### src/rtl/uart_tx_fifo.sv
// -----------------------------------------------------------------------------
// uart_tx_fifo
//   Byte FIFO feeding a uart transmitter. User logic pushes bytes with a
//   valid/ready handshake. The block hands them to the uart one at a time. Each
//   byte gets exactly one single-cycle trigger pulse, and the block then waits
//   for the uart to report busy and then idle again before it sends the next
//   byte.
//
// Ports
//   clk_i          in   1           system clock, rising edge
//   rst_ni         in   1           synchronous reset, active low
//   wr_data_i      in   8           byte to enqueue
//   wr_valid_i     in   1           enqueue request
//   wr_ready_o     out  1           FIFO can accept (push = valid & ready)
//   flush_i        in   1           discard all queued bytes
//   level_o        out  ADDR_W+1    queued bytes (byte in flight excluded)
//   tx_data_o      out  8           byte presented to the uart
//   tx_trigger_o   out  1           one-cycle start pulse to the uart
//   tx_complete_i  in   1           uart idle indication (1 = idle)
//   idle_o         out  1           FIFO empty and sequencer idle
//   timeout_o      out  1           sticky: a trigger was never acknowledged
// -----------------------------------------------------------------------------
module uart_tx_fifo #(
    parameter int DEPTH        = 16,
    parameter int BUSY_TIMEOUT = 15
) (
    input  logic                     clk_i,
    input  logic                     rst_ni,
    input  logic [7:0]               wr_data_i,
    input  logic                     wr_valid_i,
    output logic                     wr_ready_o,
    input  logic                     flush_i,
    output logic [$clog2(DEPTH):0]   level_o,
    output logic [7:0]               tx_data_o,
    output logic                     tx_trigger_o,
    input  logic                     tx_complete_i,
    output logic                     idle_o,
    output logic                     timeout_o
);

    localparam int ADDR_W = $clog2(DEPTH);
    localparam int CNT_W  = ADDR_W + 1;
    localparam int TMO_W  = $clog2(BUSY_TIMEOUT + 1);

    localparam logic [1:0] ST_IDLE      = 2'd0;
    localparam logic [1:0] ST_WAIT_BUSY = 2'd1;
    localparam logic [1:0] ST_WAIT_DONE = 2'd2;

    localparam logic [CNT_W-1:0] FULL_LVL = CNT_W'(DEPTH);
    localparam logic [TMO_W-1:0] TMO_LAST = TMO_W'(BUSY_TIMEOUT - 1);

    // Storage and FIFO bookkeeping
    logic [7:0]        mem_q [DEPTH];
    logic [ADDR_W-1:0] wr_ptr_q, wr_ptr_d;
    logic [ADDR_W-1:0] rd_ptr_q, rd_ptr_d;
    logic [CNT_W-1:0]  count_q,  count_d;

    // Transmit sequencer
    logic [1:0]        state_q,   state_d;
    logic [7:0]        tx_data_q, tx_data_d;
    logic              trig_q,    trig_d;
    logic              tmo_flag_q, tmo_flag_d;
    logic [TMO_W-1:0]  tmo_cnt_q, tmo_cnt_d;

    logic push_s;
    logic pop_s;

    assign wr_ready_o   = (count_q != FULL_LVL);
    assign level_o      = count_q;
    assign tx_data_o    = tx_data_q;
    assign tx_trigger_o = trig_q;
    assign timeout_o    = tmo_flag_q;
    assign idle_o       = (count_q == {CNT_W{1'b0}}) && (state_q == ST_IDLE);

    assign push_s = wr_valid_i & wr_ready_o;
    // A byte leaves the FIFO only when the uart is idle and no flush is pending;
    // the flush wins so a flushed byte can never be triggered.
    assign pop_s  = (state_q == ST_IDLE) && (count_q != {CNT_W{1'b0}})
                    && tx_complete_i && !flush_i;

    // FIFO pointer and count next-state; flush overrides push and pop
    always_comb begin
        wr_ptr_d = wr_ptr_q;
        rd_ptr_d = rd_ptr_q;
        count_d  = count_q;
        if (flush_i) begin
            wr_ptr_d = {ADDR_W{1'b0}};
            rd_ptr_d = {ADDR_W{1'b0}};
            count_d  = {CNT_W{1'b0}};
        end else begin
            if (push_s) begin
                wr_ptr_d = wr_ptr_q + {{(ADDR_W-1){1'b0}}, 1'b1};
            end else begin
                wr_ptr_d = wr_ptr_q;
            end
            if (pop_s) begin
                rd_ptr_d = rd_ptr_q + {{(ADDR_W-1){1'b0}}, 1'b1};
            end else begin
                rd_ptr_d = rd_ptr_q;
            end
            case ({push_s, pop_s})
                2'b10:   count_d = count_q + {{(CNT_W-1){1'b0}}, 1'b1};
                2'b01:   count_d = count_q - {{(CNT_W-1){1'b0}}, 1'b1};
                default: count_d = count_q;
            endcase
        end
    end

    // Transmit sequencer next-state
    always_comb begin
        state_d    = state_q;
        tx_data_d  = tx_data_q;
        trig_d     = 1'b0;
        tmo_flag_d = tmo_flag_q;
        tmo_cnt_d  = tmo_cnt_q;
        case (state_q)
            ST_IDLE: begin
                if (pop_s) begin
                    tx_data_d = mem_q[rd_ptr_q];
                    trig_d    = 1'b1;
                    tmo_cnt_d = {TMO_W{1'b0}};
                    state_d   = ST_WAIT_BUSY;
                end else begin
                    state_d   = ST_IDLE;
                end
            end
            ST_WAIT_BUSY: begin
                // The uart acknowledges a trigger by dropping tx_complete; if it
                // never does, the byte is written off and the flag latches.
                if (!tx_complete_i) begin
                    state_d = ST_WAIT_DONE;
                end else if (tmo_cnt_q == TMO_LAST) begin
                    tmo_flag_d = 1'b1;
                    state_d    = ST_IDLE;
                end else begin
                    tmo_cnt_d = tmo_cnt_q + {{(TMO_W-1){1'b0}}, 1'b1};
                end
            end
            ST_WAIT_DONE: begin
                if (tx_complete_i) begin
                    state_d = ST_IDLE;
                end else begin
                    state_d = ST_WAIT_DONE;
                end
            end
            default: begin
                state_d = ST_IDLE;
            end
        endcase
    end

    // Byte storage; contents are intentionally not reset
    always_ff @(posedge clk_i) begin
        if (push_s) begin
            mem_q[wr_ptr_q] <= wr_data_i;
        end
    end

    // State registers with synchronous active-low reset
    always_ff @(posedge clk_i) begin
        if (!rst_ni) begin
            wr_ptr_q   <= {ADDR_W{1'b0}};
            rd_ptr_q   <= {ADDR_W{1'b0}};
            count_q    <= {CNT_W{1'b0}};
            state_q    <= ST_IDLE;
            tx_data_q  <= 8'h00;
            trig_q     <= 1'b0;
            tmo_flag_q <= 1'b0;
            tmo_cnt_q  <= {TMO_W{1'b0}};
        end else begin
            wr_ptr_q   <= wr_ptr_d;
            rd_ptr_q   <= rd_ptr_d;
            count_q    <= count_d;
            state_q    <= state_d;
            tx_data_q  <= tx_data_d;
            trig_q     <= trig_d;
            tmo_flag_q <= tmo_flag_d;
            tmo_cnt_q  <= tmo_cnt_d;
        end
    end

endmodule
### config.mk
export PLATFORM = sky130hd
export DESIGN_NAME = uart_tx_fifo
export DESIGN_NICKNAME = d
export VERILOG_FILES = /design/src/rtl/uart_tx_fifo.sv
export SDC_FILE = /design/constraint.sdc
export NUM_CORES = 1
export LEC_CHECK = 0
export CAP_MARGIN = 10
export CORE_ASPECT_RATIO = 0.8
export CORE_MARGIN = 3
export CORE_UTILIZATION = 49
export DETAILED_ROUTE_END_ITERATION = 6
export MAX_ROUTING_LAYER = met4
export PLACE_DENSITY = 0.69
export SKIP_CTS_REPAIR_TIMING = 1
export SYNTH_ARGS = -nofsm -noshare
export SYNTH_HDL_FRONTEND = slang
export SYNTH_SLANG_ARGS = --single-unit
### constraint.sdc
create_clock -name clk_i -period 3.1 [get_ports clk_i]
set_input_delay 0.465 -clock clk_i [delete_from_list [all_inputs] [get_ports clk_i]]
set_output_delay 0.465 -clock clk_i [all_outputs]
set_load 0.05 [all_outputs]
==> flow_metrics.tcl, run 1 <==
set metrics [dict create \
    status "finished clean" \
    power.density_nw_per_um2 597.9 \
    rrSetupSlack_ps 440 \
    drt_first_pass_iters 5 \
    slowest_delay_ps 800 \
    fmax_mhz 360.3 \
    reg2reg_to "level_o[4]$_SDFFE_PP0P_" \
    place_inst 632 \
    p_int_mw 3.633 \
    route.detailed.drc 0 \
    period_share 0.8952 \
    drive_gt1_frac 0.1469 \
    rows 37 \
    area_growth_syn_to_layout_pct 17.75 \
    critical_path.slowest_cell "clkdlybuf4s50_1" \
    die_area_um2 14720 \
    holdPathStages 2 \
    switchingPower_mw 0.9537 \
    fin_ws_ps 324.9 \
    core_area_um2 12920 \
    p_seq_frac 0.503 \
    place_area_um2 7061 \
    io_buffers 29 \
    ant_nets 0 \
    maxCapViolations 0 \
    switching_share 0.2079 \
    ios 30 \
    holdCritPathClass "reg -> reg" \
    finalSetupTns_ps 0 \
    numCtsBuffers 17 \
    clockRootBuffer "clkbuf_16" \
    crit_fanout 9 \
    rsz0062_at_grt "no" \
    wl_per_cell_um 20.34 \
    cts_buffer_depth 2 \
    min-delay-start "timeout_o$_SDFFE_PN0P_" \
    critPathCaptureType "output pin" \
    grt_pass1_wl_um 21520 \
    cts_max_level 4 \
    antenna_cells 0 \
    cts_tree "yes" \
    synthFlopType "edfxtp_1" \
    path_class "reg -> out" \
    fin_crit_ps 2775 \
    synth_cells 432 \
    p_comb_frac 0.040 \
    p_leak_nw 2.504 \
    ff_latch_area_um2 4428 \
    clk_latency_ps 410 \
    grt_pass1_vias 3779 \
    synth-edff-count 128 \
    finalHoldViolations 0 \
    ys_seq_area_frac 0.6791 \
    p_clk_frac 0.457 \
    multi_input_area_um2 1938 \
    syn_nets 459 \
    dp_hpwl_um 8671 \
    ys_ff_latch 157 \
    die_w_um 134.9 \
    ys_warn_count 0 \
    worstRegToRegCells 10 \
    start_util 0.5044 \
    grt_max_degree 25 \
    slew_viol_final 0 \
    min_to "timeout_o$_SDFFE_PN0P_" \
    syn-cell-area_um2 6515 \
    post-place-ws_ps 207.3 \
    clock_sinks 157 \
    crit_buf_inv 1 \
    crit_arrival_ps 2310 \
    whs_ps 515.3 \
    crit_chain "nor4_2, and3_1, clkdlybuf4s50_1" \
    num_vias 3797 \
    grt.total_usage 0.2020 \
    critPathTopFamily "buffers and inverters" \
    worst_setup_path_start_kind "flop" \
    nets 504 \
    place_congestion 0.8495 \
    peakVddDrop_v 0.0004544 \
    setup_viol 0 \
    antenna_found_initial 0 \
    regToRegStartpoint "level_o[1]$_SDFFE_PP0P_" \
    die_y_um 109.1 \
    fin_cells 665 \
    finClkSkew_ps 7.325 \
    via_per_inst 5.710 \
    yosys.cell_types.count 47 \
    fillCellCount 981 \
    postLayoutCellArea_um2 7671 \
    syn_avg_cell_area_um2 15.08 \
    maxSlewHeadroom 0.4716 \
    cp_data_required_time_ps 2630 \
    drtIter0Drc 389 \
    path_clk_slew_ps 60 \
    grt_overflow 0 \
    worst_slew_pin_slew_ps 789.8 \
    routed_wl_um 13520 \
    async_reset_ff_frac 0 \
]
[synth_stat cells, types with 2 or more instances]
| master | instances | area share |
|---|---|---|
| buf_2 | 7 | 0.0054 |
| xnor2_1 | 3 | 0.0040 |
| buf_4 | 3 | 0.0035 |
| dfxtp_1 | 29 | 0.089 |
| a31oi_1 | 9 | 0.0086 |
| inv_1 | 11 | 0.0063 |
| and3_1 | 10 | 0.0096 |
| nor3_1 | 6 | 0.0046 |
| and2_1 | 2 | 0.0019 |
| or3_1 | 4 | 0.0038 |
| or3b_1 | 2 | 0.0027 |
| o21ai_0 | 13 | 0.010 |
| clkbuf_1 | 11 | 0.0063 |
| nor3b_1 | 2 | 0.0023 |
| buf_1 | 2 | 0.0012 |
| xor2_1 | 6 | 0.0081 |
| nor2b_1 | 3 | 0.0029 |
| nand2_1 | 11 | 0.0063 |
| nor2_1 | 33 | 0.019 |
| nand2b_1 | 4 | 0.0038 |
| edfxtp_1 | 128 | 0.59 |
| mux4_2 | 16 | 0.055 |
| ha_1 | 14 | 0.027 |
| nand3_1 | 7 | 0.0054 |
| a21boi_1 | 5 | 0.0058 |
| o211ai_1 | 4 | 0.0046 |
| mux2i_1 | 36 | 0.055 |
| a21oi_1 | 12 | 0.0092 |
| nand3b_1 | 3 | 0.0035 |
| o22ai_1 | 17 | 0.016 |
| and3b_1 | 3 | 0.0040 |
[cell usage in the layout, fill, tap and decap left out, types with 11 or more instances in the layout]
cell	n
mux2i_1	36
mux4_2	16
o21ai_0	13
buf_4	20
edfxtp_1	128
nand2_1	11
o22ai_1	17
dfxtp_1	26
ha_1	14
a21oi_1	12
nor2_1	33
clkbuf_16	17
inv_1	11
clkdlybuf4s50_1	29
[stage by stage]
| stage | util | power, mW |
|---|---|---|
| after floorplan | - | 2.446 |
| after global placement | 0.5466 | 2.530 |
| after detailed placement | 0.5466 | 2.535 |
| after CTS | 0.5929 | 4.614 |
| after global routing | 0.5939 | 4.726 |
| final | 0.5939 | 4.587 |
[metal layers]
layer,wire length (um),vias up,global-route usage
li1,-,1760,-
met1,6248,1883,0.2873
met2,6192,144,0.2948
met3,959,10,0.04244
met4,123,0,0.06323
met5,0,-,-
[layout make-up]
type,instances,share of cell area
multi-input combinational,240,0.2527
clock buffer,18,0.05595
tap,175,0.02854
sequential,157,0.5772
timing repair buffer,50,0.05839
clock inverter,14,0.02186
inverter,11,0.005382
[worst register-to-register path, cell delays in order, from the launching register on]
cell      delay, ps
dfxtp_1         420
nor4_2          470
a21boi_1        160
inv_1           100
ha_1            220
xor2_1          170
ha_1            180
a21oi_1          80
a221o_1         350
a2111o_1        390
nand4_1          70
[kinds of logic (layout without fill, tap and decap cells)]
logic type                 Yosys count  in the layout  share of synthesized area
buffers and inverters               35             93                    0.02439
and+or+nand+nor                     95             95                    0.07624
adders and majority gates           14             14                    0.02689
AOI/OAI and AO/OA                   70             70                    0.07067
muxes                               52             52                     0.1106
DFF                                157            157                     0.6791
xor gates and xnor gates             9              9                    0.01210
[worst max-delay path by stage]
| stage | depth (start not counted) | endpoint | startpoint |
|---|---|---|---|
| after floorplan | 12 | level_o[4]$_SDFFE_PP0P_ | level_o[1]$_SDFFE_PP0P_ |
| after global placement | 9 | level_o[4]$_SDFFE_PP0P_ | flush_i |
| after detailed placement | 10 | level_o[4]$_SDFFE_PP0P_ | flush_i |
| after CTS | 3 | idle_o | level_o[1]$_SDFFE_PP0P_ |
| after global routing | 3 | idle_o | level_o[1]$_SDFFE_PP0P_ |
| final | 3 | idle_o | level_o[1]$_SDFFE_PP0P_ |
[power groups by stage]
stage	registers, mW	logic (mW)	clock network (mW)
2_1_floorplan	2.37	0.0747	0
6_report	2.31	0.181	2.10
3_3_place_gp	2.35	0.178	0
3_5_place_dp	2.35	0.182	0
4_1_cts	2.31	0.183	2.12
5_1_grt	2.31	0.197	2.22
[registers in the layout (all words and copies together), names as in the netlist]
name,flops
level_o,5
mem_q,128
rd_ptr_q,4
state_q,2
timeout_o,1
tmo_cnt_q,4
tx_data_o,8
tx_trigger_o,1
wr_ptr_q,4
Power figures use the tool's default switching activity.
==> run 2, diff against run 1 <==
--- a/config.mk
+++ b/config.mk
@@ -6,12 +6,14 @@
 export NUM_CORES = 1
 export LEC_CHECK = 0
 export CAP_MARGIN = 10
+export CELL_PAD_IN_SITES_DETAIL_PLACEMENT = 1
+export CELL_PAD_IN_SITES_GLOBAL_PLACEMENT = 2
 export CORE_ASPECT_RATIO = 0.8
 export CORE_MARGIN = 3
-export CORE_UTILIZATION = 49
+export CORE_UTILIZATION = 40
 export DETAILED_ROUTE_END_ITERATION = 6
 export MAX_ROUTING_LAYER = met4
-export PLACE_DENSITY = 0.69
+export PLACE_DENSITY_LB_ADDON = 0.1
 export SKIP_CTS_REPAIR_TIMING = 1
 export SYNTH_ARGS = -nofsm -noshare
 export SYNTH_HDL_FRONTEND = slang
==> run 2 against run 1 <==
Setup slack lost 19 ps. Die area rose by 21%. Clock power is 3% lower. Sequential cell count unchanged. Register-to-register slack gained 50 ps. Non-clock buffer count is 9 higher. Clock-buffer cell count up 2. Sequential share of layout area decreased by 1.0 points. Fmax fell by 0.67%. Critical path type unchanged. Critical endpoint unchanged.
==> flow_metrics.tcl, run 2 (same netlist as run 1, synthesis figures left out) <==
set metrics [dict create \
    status "finished clean" \
    cts_buffer_depth 2 \
    slowest_delay_ps 800 \
    p_int_mw 3.520 \
    whs_ps 503.9 \
    slew_viol_final 0 \
    cts_max_level 4 \
    critical_path.slowest_cell "clkdlybuf4s50_1" \
    drt_first_pass_iters 4 \
    via_per_inst 5.326 \
    p_leak_nw 2.562 \
    die_area_um2 17860 \
    grt_max_degree 25 \
    period_share 0.9012 \
    core_area_um2 15850 \
    switchingPower_mw 1.012 \
    switching_share 0.2233 \
    clock_sinks 157 \
    wl_per_cell_um 21.06 \
    area_growth_syn_to_layout_pct 19.82 \
    fin_util 0.4925 \
    power_mw 4.532 \
    rsz0062_at_grt "no" \
    dp_hpwl_um 10310 \
    io_buffers 29 \
    grt_pass1_wl_um 23880 \
    largest_register "mem_q" \
    cts_tree "yes" \
    critPathCaptureType "output pin" \
    place_inst 682 \
    ant_nets 0 \
    fin_cells 714 \
    nets 513 \
    regToRegStartpoint "level_o[2]$_SDFFE_PP0P_" \
    rrSetupSlack_ps 490 \
    use_met1 0.2779 \
    ios 30 \
    final_cell_mix "edfxtp_1 (128), mux2i_1 (36), nor2_1 (33), clkdlybuf4s50_1 (29), buf_4 (28)" \
    crit_fanout 11 \
    reg2reg_to "level_o[4]$_SDFFE_PP0P_" \
    rows 41 \
    largest_reg_flops 128 \
    antenna_cells 0 \
    maxCapViolations 0 \
    start_util 0.4110 \
    maxSlewHeadroom 0.5492 \
    critPathTopFamily "buffers and inverters" \
    grt.total_usage 0.1868 \
    place_congestion 0.7843 \
    antenna_found_initial 0 \
    worst_slew_pin_slew_ps 673.7 \
    finClkSkew_ps 8.657 \
    crit_arrival_ps 2330 \
    drtIter0Drc 260 \
    crit_path_start "level_o[2]$_SDFFE_PP0P_" \
    crit_chain "nor4_1, buf_4, and3_1, clkdlybuf4s50_1" \
    crit_buf_inv 2 \
    path_class "reg -> out" \
    num_vias 3803 \
    grt_overflow 0 \
    grt_pass1_vias 3973 \
    power.density_nw_per_um2 580.6 \
    fin_crit_ps 2794 \
    clk_latency_ps 420 \
    worst_setup_path_start_kind "flop" \
    setup_viol 0 \
    worstRegToRegCells 11 \
    mostFrequentLayoutCell "edfxtp_1" \
    path_clk_slew_ps 70 \
    crit_end "idle_o" \
    fmax_mhz 357.9 \
    holdCritPathClass "reg -> reg" \
    drive_gt1_frac 0.1703 \
    min-delay-start "timeout_o$_SDFFE_PN0P_" \
    numCtsBuffers 17 \
    gr-usage-met3 0.04417 \
    die_y_um 120.2 \
    clockRootBuffer "clkbuf_16" \
    grt.busiest_layer "met1" \
    p_comb_frac 0.041 \
    p_clk_frac 0.450 \
    cp.depth 4 \
    p_seq_frac 0.509 \
    grtUsageMet2 0.2634 \
    route.detailed.drc 0 \
    routed_wl_um 15040 \
    die_w_um 148.7 \
    peakVddDrop_v 0.0003630 \
    finalSetupTns_ps 0 \
    finalHoldViolations 0 \
    cp_data_required_time_ps 2630 \
]
## run 2: layout make-up
class / count / area (um^2)
Sequential cell: 157 / 4428
Clock buffer: 20 / 478.0
Timing Repair Buffer: 59 / 540.5
Fill cell: 1512 / 8045
Inverter: 11 / 41.29
Tap cell: 215 / 269.0
Multi-Input combinational cell: 240 / 1936
Clock inverter: 12 / 113.9
## run 2: how the worst min path moves through the flow
stage,endpoint,slack [ps],cells past startpoint
CTS,timeout_o$_SDFFE_PN0P_,510,2
floorplan,tmo_cnt_q[3]$_SDFFE_PN0P_,470,2
detailed placement,timeout_o$_SDFFE_PN0P_,490,2
global route,timeout_o$_SDFFE_PN0P_,550,2
global placement,timeout_o$_SDFFE_PN0P_,470,2
finish,timeout_o$_SDFFE_PN0P_,500,2
## run 2: power by group through the flow
stage	Combinational, mW	Sequential [mW]	Clock (mW)
final	0.186	2.31	2.04
after global routing	0.204	2.31	2.19
after CTS	0.189	2.31	2.08
after detailed placement	0.188	2.35	0
after global placement	0.184	2.35	0
after floorplan	0.0747	2.37	0
## run 2: per-stage QoR
stage | setup slack, ps | cell area, um^2
finish | 306.2 | 7806
global route | 135.2 | 7806
CTS | 274.7 | 7806
detailed placement | 194.8 | 7214
global placement | 303.3 | 7214
floorplan | 31.75 | 6518
## run 2: metal layers
layer  vias to the layer above  wire, um
met5                         -         0
met4                         0        61
met3                         5       653
met2                        59      6807
met1                      1959      7513
li1                       1780         -
## run 2: worst reg2reg max path, delay by kind of cell, from the launching register on
family | cells | cell delay (ps)
compound gates | 4 | 860
xor+xnor | 1 | 170
fa+ha+maj | 2 | 390
buf+inv | 2 | 300
flops | 1 | 380
simple gates | 2 | 440
==> run 3, diff against run 2 <==
--- a/config.mk
+++ b/config.mk
@@ -5,7 +5,7 @@
 export SDC_FILE = /design/constraint.sdc
 export NUM_CORES = 1
 export LEC_CHECK = 0
-export CAP_MARGIN = 10
+export CAP_MARGIN = 20
 export CELL_PAD_IN_SITES_DETAIL_PLACEMENT = 1
 export CELL_PAD_IN_SITES_GLOBAL_PLACEMENT = 2
 export CORE_ASPECT_RATIO = 0.8
@@ -18,3 +18,4 @@
 export SYNTH_ARGS = -nofsm -noshare
 export SYNTH_HDL_FRONTEND = slang
 export SYNTH_SLANG_ARGS = --single-unit
+export TNS_END_PERCENT = 30
==> results of run 3 <==
The final DEF is identical to that of run 2; final timing and power are the same.
